--- src/rtl/mat_mac_accumulator.sv ---
// Dot-product accumulator for the matrix-multiply datapath.
// Sums N signed products per C element and hands it off with its linear address.
module mat_mac_accumulator #(
  parameter int DATA_W        = 8,
  parameter int ACC_W         = 24,
  parameter int N             = 4,
  parameter int OUT_ADDR_BITS = 4
) (
  input  logic                     clk,
  input  logic                     rst,
  input  logic                     in_valid,
  output logic                     in_ready,
  input  logic [DATA_W-1:0]        a_data,
  input  logic [DATA_W-1:0]        b_data,
  output logic                     out_valid,
  input  logic                     out_ready,
  output logic [ACC_W-1:0]         out_data,
  output logic [OUT_ADDR_BITS-1:0] out_addr,
  output logic                     done
);

  localparam int KW = $clog2(N);

  localparam logic [0:0] S_ACC  = 1'b0;
  localparam logic [0:0] S_HOLD = 1'b1;

  localparam logic [KW-1:0] K_LAST =
    KW'(N - 1);
  localparam logic [OUT_ADDR_BITS-1:0] E_LAST =
    OUT_ADDR_BITS'(N * N - 1);

  logic [0:0]               state_q, state_d;
  logic [KW-1:0]            k_q, k_d;
  logic signed [ACC_W-1:0]  acc_q, acc_d;
  logic [ACC_W-1:0]         out_data_q, out_data_d;
  logic [OUT_ADDR_BITS-1:0] out_addr_q, out_addr_d;
  logic [OUT_ADDR_BITS-1:0] elem_q, elem_d;
  logic                     done_q, done_d;

  logic signed [2*DATA_W-1:0] prod;
  logic signed [ACC_W-1:0]    p;
  logic signed [ACC_W-1:0]    sum;
  logic                       in_take;
  logic                       out_take;

  assign in_ready  = (state_q == S_ACC);
  assign out_valid = (state_q == S_HOLD);
  assign out_data  = out_data_q;
  assign out_addr  = out_addr_q;
  assign done      = done_q;

  assign in_take  = in_valid && in_ready;
  assign out_take = out_valid && out_ready;

  assign prod = $signed(a_data) * $signed(b_data);
  assign p    = ACC_W'(prod);

  // First beat of an element restarts the sum instead of adding to it.
  assign sum = (k_q == '0) ? p : acc_q + p;

  always_comb begin
    state_d    = state_q;
    k_d        = k_q;
    acc_d      = acc_q;
    out_data_d = out_data_q;
    out_addr_d = out_addr_q;
    elem_d     = elem_q;
    done_d     = 1'b0;
    unique case (state_q)
      S_ACC: begin
        if (in_take) begin
          acc_d = sum;
          if (k_q == K_LAST) begin
            out_data_d = sum;
            out_addr_d = elem_q;
            k_d        = '0;
            state_d    = S_HOLD;
          end else begin
            k_d = k_q + KW'(1);
          end
        end
      end
      S_HOLD: begin
        if (out_take) begin
          state_d = S_ACC;
          if (elem_q == E_LAST) begin
            elem_d = '0;
            done_d = 1'b1;
          end else begin
            elem_d = elem_q + OUT_ADDR_BITS'(1);
          end
        end
      end
    endcase
  end

  always_ff @(posedge clk) begin
    if (rst) begin
      state_q    <= S_ACC;
      k_q        <= '0;
      acc_q      <= '0;
      out_data_q <= '0;
      out_addr_q <= '0;
      elem_q     <= '0;
      done_q     <= 1'b0;
    end else begin
      state_q    <= state_d;
      k_q        <= k_d;
      acc_q      <= acc_d;
      out_data_q <= out_data_d;
      out_addr_q <= out_addr_d;
      elem_q     <= elem_d;
      done_q     <= done_d;
    end
  end

endmodule

--- config.mk ---
export PLATFORM = sky130hd
export DESIGN_NAME = mat_mac_accumulator
export DESIGN_NICKNAME = d
export VERILOG_FILES = /design/src/rtl/mat_mac_accumulator.sv
export SDC_FILE = /design/constraint.sdc
export NUM_CORES = 1
export LEC_CHECK = 0
export BUFFER_PORTS_ARGS = -buffer_cell sky130_fd_sc_hd__clkbuf_2
export CAP_MARGIN = 40
export CORE_MARGIN = 2
export CORE_UTILIZATION = 40
export DETAILED_ROUTE_END_ITERATION = 10
export HOLD_SLACK_MARGIN = 0.08
export SYNTH_ARGS = -nofsm -noshare
export SYNTH_HDL_FRONTEND = slang
export SYNTH_SLANG_ARGS = --single-unit
export TNS_END_PERCENT = 100
--- constraint.sdc ---
create_clock -name clk -period 18 [get_ports clk]
set_input_delay 3.6 -clock clk [delete_from_list [all_inputs] [get_ports clk]]
set_output_delay 3.6 -clock clk [all_outputs]
set_load 0.01 [all_outputs]
# ---- Word level (Yosys, flattened, before mapping)
# Index checks and enable logic that the tools add are counted.
dict set report classes {
  addsub 3
  multipliers 1
  reduce_logical 7
  n_mux 8
  bitwise 2
  eq_ne 2
}
# cell count
set op_table {}
lappend op_table {{24-bit by 16-bit adder with 24-bit output} 1}
lappend op_table {{24-bit 2-to-1 mux} 1}
lappend op_table {{8-bit by 8-bit multiplier with 16-bit output} 1}
lappend op_table {{4-bit by 1-bit adder with 4-bit output, second input constant} 1}
lappend op_table {{4-bit equality test, second input constant} 1}
lappend op_table {{1-bit 2-to-1 mux} 4}
lappend op_table {{4-bit 2-to-1 mux} 1}
lappend op_table {{2-bit AND reduction} 2}
lappend op_table {{3-bit AND reduction} 1}
lappend op_table {{3-bit OR reduction} 1}
lappend op_table {{2-bit by 1-bit adder with 2-bit output, second input constant} 1}
lappend op_table {{2-bit equality test, second input constant} 1}
lappend op_table {{1-bit logical AND} 2}
lappend op_table {{2-bit zero test} 1}
lappend op_table {{2-bit 2-to-1 mux} 1}
lappend op_table {{1-bit inverter} 2}
lappend op_table {{1-bit one-hot mux with 2 select lines} 1}
dict set report totals {
  out_inout_bits 31
  reg_bits 60
}

# ---- Logic depth before layout (Yosys ltp)
# Gate-level depths: netlist of the first run.
dict set report depth {
  depth_word 4
  mapped_depth 26
  ltp_nobuf 24
}

# ---- Worst setup path after synthesis of the first run
# Ideal clock, no wire load.
dict set report synth_path {
  path_kind {input to register}
  from {input port b_data[3]}
  to {register acc_q[23]}
  t_arrival_ps 9076
  setup_slack_ps 8862
  required_time_ps 17938
  stages 25
  n_path_buf 2
  path_cell_list {and2_1 fa_1 inv_1 fa_1 inv_1 fa_1 inv_1 fa_1 inv_1 ha_1 a21o_1 a21o_1 a21oi_1 nand2_1 xnor2_1 buf_2 ha_1 clkbuf_1 and4_1 a311oi_1 o31ai_1 o31ai_2 mux2i_1 or4_1 nand3_1}
}
dict set report synth_between {
  elab_chain_len 3
}
# element line
set synth_rtl {}
lappend synth_rtl {{start: declaration} 14} ;# input logic [DATA_W-1:0] b_data,
lappend synth_rtl {{8-bit by 8-bit multiplier with 16-bit output *} 55} ;# assign prod = $signed(a_data) * $signed(b_data);
lappend synth_rtl {{24-bit by 16-bit adder with 24-bit output} 59} ;# assign sum = (k_q == '0) ? p : acc_q + p;
lappend synth_rtl {{24-bit 2-to-1 mux *} 59}
lappend synth_rtl {{end signal: assignment} 101} ;# acc_q <= '0;
lappend synth_rtl {{end signal: assignment} 109} ;# acc_q <= acc_d;
lappend synth_rtl {{end: declaration} 34} ;# logic signed [ACC_W-1:0] acc_q, acc_d;
# Every way passes the cells marked *; elsewhere a longest branch is shown, timed or not.
# A chain may end at the register's enable or synchronous reset.

# ---- Worst setup path in the final report of the first run
dict set report layout_path {
  from {input port b_data[3]}
  to {register out_data_q[21] (netlist: out_data[21])}
}
dict set report layout_between {
  elab_chain_len 3
}
# element line
set layout_rtl {}
lappend layout_rtl {{8-bit by 8-bit multiplier with 16-bit output *} 55}
lappend layout_rtl {{24-bit by 16-bit adder with 24-bit output} 59}
lappend layout_rtl {{24-bit 2-to-1 mux *} 59}
lappend layout_rtl {{end signal: assignment} 110} ;# out_data_q <= out_data_d;
lappend layout_rtl {{end: declaration} 35} ;# logic [ACC_W-1:0] out_data_q, out_data_d;
# Marked as above.

==> results.md, run 1 <==
- Yosys reg bits: 60
- Tmin final: ~9.4 ns
- Nets: 914
- Fin cells: 974
- Synth Area in Adders: 29.5%
- Number of remaining DRC errors: 0
- Syn avg cell area: around 8.4 µm²
- IO Port Bufs: 50
- R2R setup slack: between 15 and 20 ns
- Worst-path maximum fanout: 8
- IO Pins: between 50 and 60
- Antenna violations before repair: 0
- Max Slew Vio Count: 0
- Status: complete, no violations
- Number of synthesis warnings: 0
- Post-synthesis simple-gate area fraction: a little under a fifth
- Most used DFF post-synth: dfxtp_1
- Initial DRC count: between 200 and 300
- Max-slew headroom: 55.2%
- CTS resizes: 0
- Worst-Margin Slew: 0.672 ns
- Critical hold path startpoint: out_addr[2]
- Mux contribution to synthesized area: under 10%
- Gr ovfl total: 0
- CP required: 18.18 ns
- # setup viols final: 0
- Synth Area in XOR/XNOR: 4.36%
- Worst path arrival time: 9.62 ns
- FF-to-FF path depth: 9
- Diode count: 0
- H-tree levels: 3
- Final Cycle Share: 52.5%
- Routed vias/inst: around 5.1
- Filler cells: 1,512
- Clock Sinks: 60
- Syn Inst Count: 741
- Post-DP HPWL: 10,700 µm
- CTS tree: done
- Synthesized cell area: approximately 6200 µm²
- Fraction of layout cells with a size suffix above 1: between 10 and 15%
- Number of library cell types mapped by synthesis: 52
- Number of global-route vias before repair: 4,745
- Antenna viol nets, final: 0
- Final hold violations: 0
- Routed wire length: about 14,000 µm
- Worst Setup Path Type: in -> reg
- Clock Pin Slew Worst Setup and Hold Paths: ~0.06 ns
- Wirelength per Cell: 14.2 µm
- Main combinational cell family by area after synthesis: adder cells
- Syn nets: just under 900
- Worst r2r dst: out_data[20]
- Fraction of registers with async set/reset: 0%
- Max-cap viol count: 0
- Crit start category: input port
- Starting Density: around two fifths
- Clock Skews: 0.00401 ns
- CTS Buf Count: 9
- F_max: 106 MHz
- First-pass GRT wire length: 23,200 µm
- Reg2reg start: acc_q[0]
- Unrepaired setup endpoints after global routing: no
- GR Util All Layers: 17.4%
- Hold path endpoint: out_addr[2]
- Post-synthesis sequential area ratio: 19.3%
- Setup TNS: 0 ns
- FP Rows: 45
- Crit end category: flop
- Die Wd: 129 µm
- Synthesis-to-layout area growth: 12.1%
- Min-Delay Path Class: reg -> reg
- DP Cell Count: 958
- Die Span Y: 129 µm
- Worst-case clock buffer depth: 2
- Synth Area in Compound Gates: 17.8%
- Routability Congestion: 0.870
- Root Buffer: clkbuf_16
- Die area: approximately 17,000 µm²
- Number of enable flip-flop cells after synthesis: 0
- Worst skew pair latency: around 0.33 ns
- Hold_buf cts: 0
- Core Region: 15,200 µm²
- WHS Path Cells: 2
- Via count: between 5,000 and 6,000
- Post-CTS Repair Setup Buffers: 0
- DR pass1 iterations: 4
- Largest net degree at the start of global routing: 65
cells in the final DEF, fill, tap and decap left out, drive strengths merged, types with 3 or more instances in the layout:
cell | synthesis | final
inv | 98 | 99
nor2 | 81 | 81
clkbuf | 19 | 61
dfxtp | 60 | 60
ha | 57 | 57
fa | 56 | 56
nand2 | 50 | 50
a21oi | 48 | 48
and2 | 46 | 46
a211oi | 39 | 39
o21ai | 19 | 19
xnor2 | 17 | 17
nor3 | 14 | 14
xor2 | 14 | 14
a21o | 13 | 13
nor2b | 13 | 13
nand3 | 11 | 11
mux2i | 11 | 11
o21bai | 8 | 8
o31ai | 7 | 7
a31oi | 6 | 6
mux2 | 6 | 6
buf | 7 | 5
nand2b | 4 | 4
a311oi | 4 | 4
nand3b | 4 | 4
o21a | 3 | 3
nor4 | 3 | 3
nor3b | 3 | 3
routing by layer:
layer / global-route usage [%] / share of wire, %
met4: 4.41 / 0.57
met2: 27.5 / 45
met5: 0 / 0
met1: 25.1 / 49
met3: 2.74 / 4.9
how the worst max path moves through the flow:
stage,start,endpoint,slack [ns],cells past startpoint
after floorplan,b_data[3],acc_q[23],8.86,25
after global placement,b_data[4],acc_q[19],8.26,24
after detailed placement,b_data[3],acc_q[19],8.24,24
after CTS,b_data[3],acc_q[19],8.56,24
after global routing,b_data[3],acc_q[19],8.07,24
final,b_data[3],out_data[21],8.56,24
synth_stat cells (all sizes together), types with 7 or more instances:
master   n  area (µm²)
a21oi   48         248
nor2    81         304
nand2   50         190
nor2b   13        81.3
a21o    13        97.6
o21bai   8        60.1
a211oi  39         313
ha      57         713
o31ai    7        85.1
nand3   11        55.1
nor3    14        70.1
inv     98         368
xor2    14         123
buf      7        27.5
fa      56        1120
clkbuf  19        71.3
dfxtp   60        1200
mux2i   11         110
o21ai   19        95.1
xnor2   17         149
and2    46         288
cells by family (layout without fill, tap and decap cells):
family          count (synthesis)  count (layout)
mux                            17              17
buf+inv                       124             169
compound gates                157             157
flops                          60              60
xor+xnor                       31              31
fa+ha+maj                     113             113
simple gates                  239             239
flip-flops by register name, indices dropped and copies added (netlist names):
name and count:
elem_q 4, k_q 2, out_valid 1, out_addr 4, out_data 24, acc_q 24
done 1
worst max-delay path: stages:
cell and delay [ns]:
clkbuf_2 0.14, and2_1 0.22, fa_1 0.60, inv_1 0.14, fa_1 0.55, inv_1 0.06, fa_1 0.52, inv_1 0.05
fa_1 0.52, inv_1 0.04, ha_1 0.34, o21a_1 0.14, nor2_1 0.04, a31oi_1 0.27, a31oi_1 0.15, xnor2_1 0.33
ha_1 0.37, a21oi_1 0.23, o31ai_1 0.10, a311oi_1 0.31, a21oi_1 0.17, a31oi_1 0.27, mux2i_1 0.32, a211oi_1 0.11
layout make-up:
| type | instances | area [µm²] | area share [%] |
|---|---|---|---|
| Multi-Input combinational cell | 557 | 4560 | 65.3 |
| Sequential cell | 60 | 1200 | 17.2 |
| Inverter | 98 | 368 | 5.27 |
| Timing Repair Buffer | 55 | 288 | 4.13 |
| Clock buffer | 11 | 243 | 3.48 |
| Tap cell | 188 | 235 | 3.37 |
| Clock inverter | 5 | 83.8 | 1.20 |
per-stage QoR:
step	hold slack (ns)	util [%]	area, µm²	worst slack [ns]
after global routing	0.479	45.9	6980	8.07
final	0.460	45.9	6980	8.56
after floorplan	0.446	-	6220	8.86
after CTS	0.465	45.9	6980	8.56
after detailed placement	0.457	43.7	6650	8.24
after global placement	0.445	43.7	6650	8.26
Power of run 1 is not shown: default switching activity piles up to over one toggle a cycle in this logic, so the estimate is an artifact.
==> inputs of run 2 (changes only) <==
==> constraint.sdc (replaced) <==
create_clock -name clk -period 8 [get_ports clk]
set_input_delay 1.6 -clock clk [delete_from_list [all_inputs] [get_ports clk]]
set_output_delay 1.6 -clock clk [all_outputs]
set_load 0.01 [all_outputs]
==> run 2 against run 1 <==
  * Global-route usage about the same
  * Critical endpoint unchanged
  * Setup slack worse by 8.0 ns
  * Largest cell class unchanged
  * Die area unchanged
==> results.md, run 2 (synthesis gave the netlist of run 1 again) <==
- Gr ovfl total: 0 (unchanged)
- Reg2reg start: acc_q[0]
- IO Pins: 51 (unchanged)
- Wirelength per Cell: 14.1 µm (-0.43%)
- Worst Setup Path Type: in -> reg
- Post-CTS Repair Setup Buffers: 0 (unchanged)
- # setup viols final: 0 (unchanged)
- Hold path endpoint: out_addr[2]
- GR Util All Layers: 17.5% (+0.044 points)
- Die area: 16,600 µm² (unchanged)
- Starting Density: 40.9% (unchanged)
- Unrepaired setup endpoints after global routing: no
- IO Port Bufs: 50 (unchanged)
- CTS Buf Count: 9 (unchanged)
- Worst path arrival time: 7.61 ns (-2.01 ns)
- Diode count: 0 (unchanged)
- Worst-case clock buffer depth: 2 (unchanged)
- Number of global-route vias before repair: 4,902 (+3.3%)
- Worst-Margin Slew: 0.690 ns (+0.0180 ns)
- Final WS setup: 0.562 ns (-7.99 ns)
- WHS Path Cells: 2 (unchanged)
- Root Buffer: clkbuf_16
- Tmin final: approximately 7.4 ns
- Via count: 4,993 (-0.46%)
- Routability Congestion: 0.840 (-3.5%)
- Worst skew pair latency: 0.33 ns (about the same)
- Initial DRC count: 203 (-30%)
- FF-to-FF path depth: 9 (unchanged)
- CP required: 8.18 ns (-10.00 ns)
- Max Slew Vio Count: 0 (unchanged)
- Fraction of layout cells with a size suffix above 1: 11.1% (-0.11 points)
- Status: complete, no violations
- Crit start category: input port
- First-pass GRT wire length: 23,600 µm (+1.4%)
- Setup TNS: 0 ns (unchanged)
- F_max: 134 MHz
- CTS resizes: 0 (unchanged)
- Clock Skews: 0.00730 ns (+0.00328 ns)
- R2R setup slack: 5.16 ns (-10.07 ns)
- Core Region: 15,200 µm² (unchanged)
- Worst r2r dst: out_data[20]
- Clock Pin Slew Worst Setup and Hold Paths: 0.05 ns (about the same)
- Die Wd: 129 µm (unchanged)
- Synthesis-to-layout area growth: 11.8%
- DR WL met2: 6230 µm (-0.73%)
- Routed vias/inst: 5.13 (-0.36%)
- Crit end category: flop
- Commonest non-fill, non-tap cell in the layout: inv_1
- Hold_buf cts: 0 (unchanged)
- Antenna viol nets, final: 0 (unchanged)
- DP Worst Slack: 0.273 ns (-7.96 ns)
- Min-Delay Path Class: reg -> reg
- Post-DP HPWL: 10,600 µm (-0.86%)
- Critical Path Start: b_data[3]
- Routed wire length: 13,800 µm (-0.53%)
- Final hold violations: 0 (unchanged)
- DR pass1 iterations: 4 (unchanged)
- Max-slew headroom: 54.0% (-1.2 points)
- Met3 Wirelength: 427 µm (-36%)
- Number of remaining DRC errors: 0 (unchanged)
- Die Span Y: 129 µm (unchanged)
- Clock Sinks: 60 (unchanged)
- Final Cycle Share: 93.0%
- Nets: 914 (unchanged)
- Worst-path maximum fanout: 8 (unchanged)
- CTS tree: done
- H-tree levels: 3 (unchanged)
- Most frequent cells in the layout: inv_1 (98), nor2_1 (81), dfxtp_1 (60)
- FP Rows: 45 (unchanged)
- Antenna violations before repair: 0 (unchanged)
- Sum of routed wire segments on met1: 6950 µm (+2.1%)
- Largest net degree at the start of global routing: 65 (unchanged)
- Top layer in use: met4
- Max-cap viol count: 0 (unchanged)
- Critical hold path startpoint: out_addr[2]
-- run 2: per-stage QoR --
step                      utilization (%)  hold WS [ns]  instances  area [µm²]
after global placement               43.7         0.444        958        6650
after detailed placement             43.7         0.452        958        6650
after CTS                            45.8         0.460        973        6960
final                                45.8         0.458        973        6960
after floorplan                         -         0.446        741        6220
after global routing                 45.8         0.479        973        6960
-- run 2: worst max path at each step --
stage,endpoint,depth (start not counted)
after floorplan,acc_q[23],25
after global placement,acc_q[19],24
final,out_data[21],24
after global routing,out_data[19],25
after CTS,out_data[21],24
after detailed placement,acc_q[19],24
-- run 2: area by class of cell --
type | instances | area [µm²]
inverter | 98 | 368
multi-input combinational | 557 | 4560
clock buffer | 10 | 229
sequential | 60 | 1200
tap | 188 | 235
timing repair buffer | 55 | 288
clock inverter | 5 | 77.6
fill | 1554 | 8250
-- run 2: layer usage --
metal,GRT usage (%),vias to the layer above
met5,0,-
met4,4.35,0
met3,2.45,10
met2,28.5,102
met1,24.6,2317
li1,-,2564
-- run 2: critical path: stages --
cell      delay, ns
clkbuf_2       0.14
and2_1         0.22
fa_1           0.60
inv_1          0.14
fa_1           0.55
inv_1          0.05
fa_1           0.52
inv_1          0.05
fa_1           0.52
inv_1          0.04
ha_1           0.35
o21a_1         0.14
nor2_1         0.04
a31oi_1        0.26
a31oi_1        0.14
xnor2_1        0.35
ha_1           0.38
a21oi_1        0.22
o31ai_1        0.11
a311oi_1       0.27
a21oi_1        0.15
a31oi_1        0.31
mux2i_1        0.34
a211oi_1       0.12
Power of run 2 is left out for the same reason.
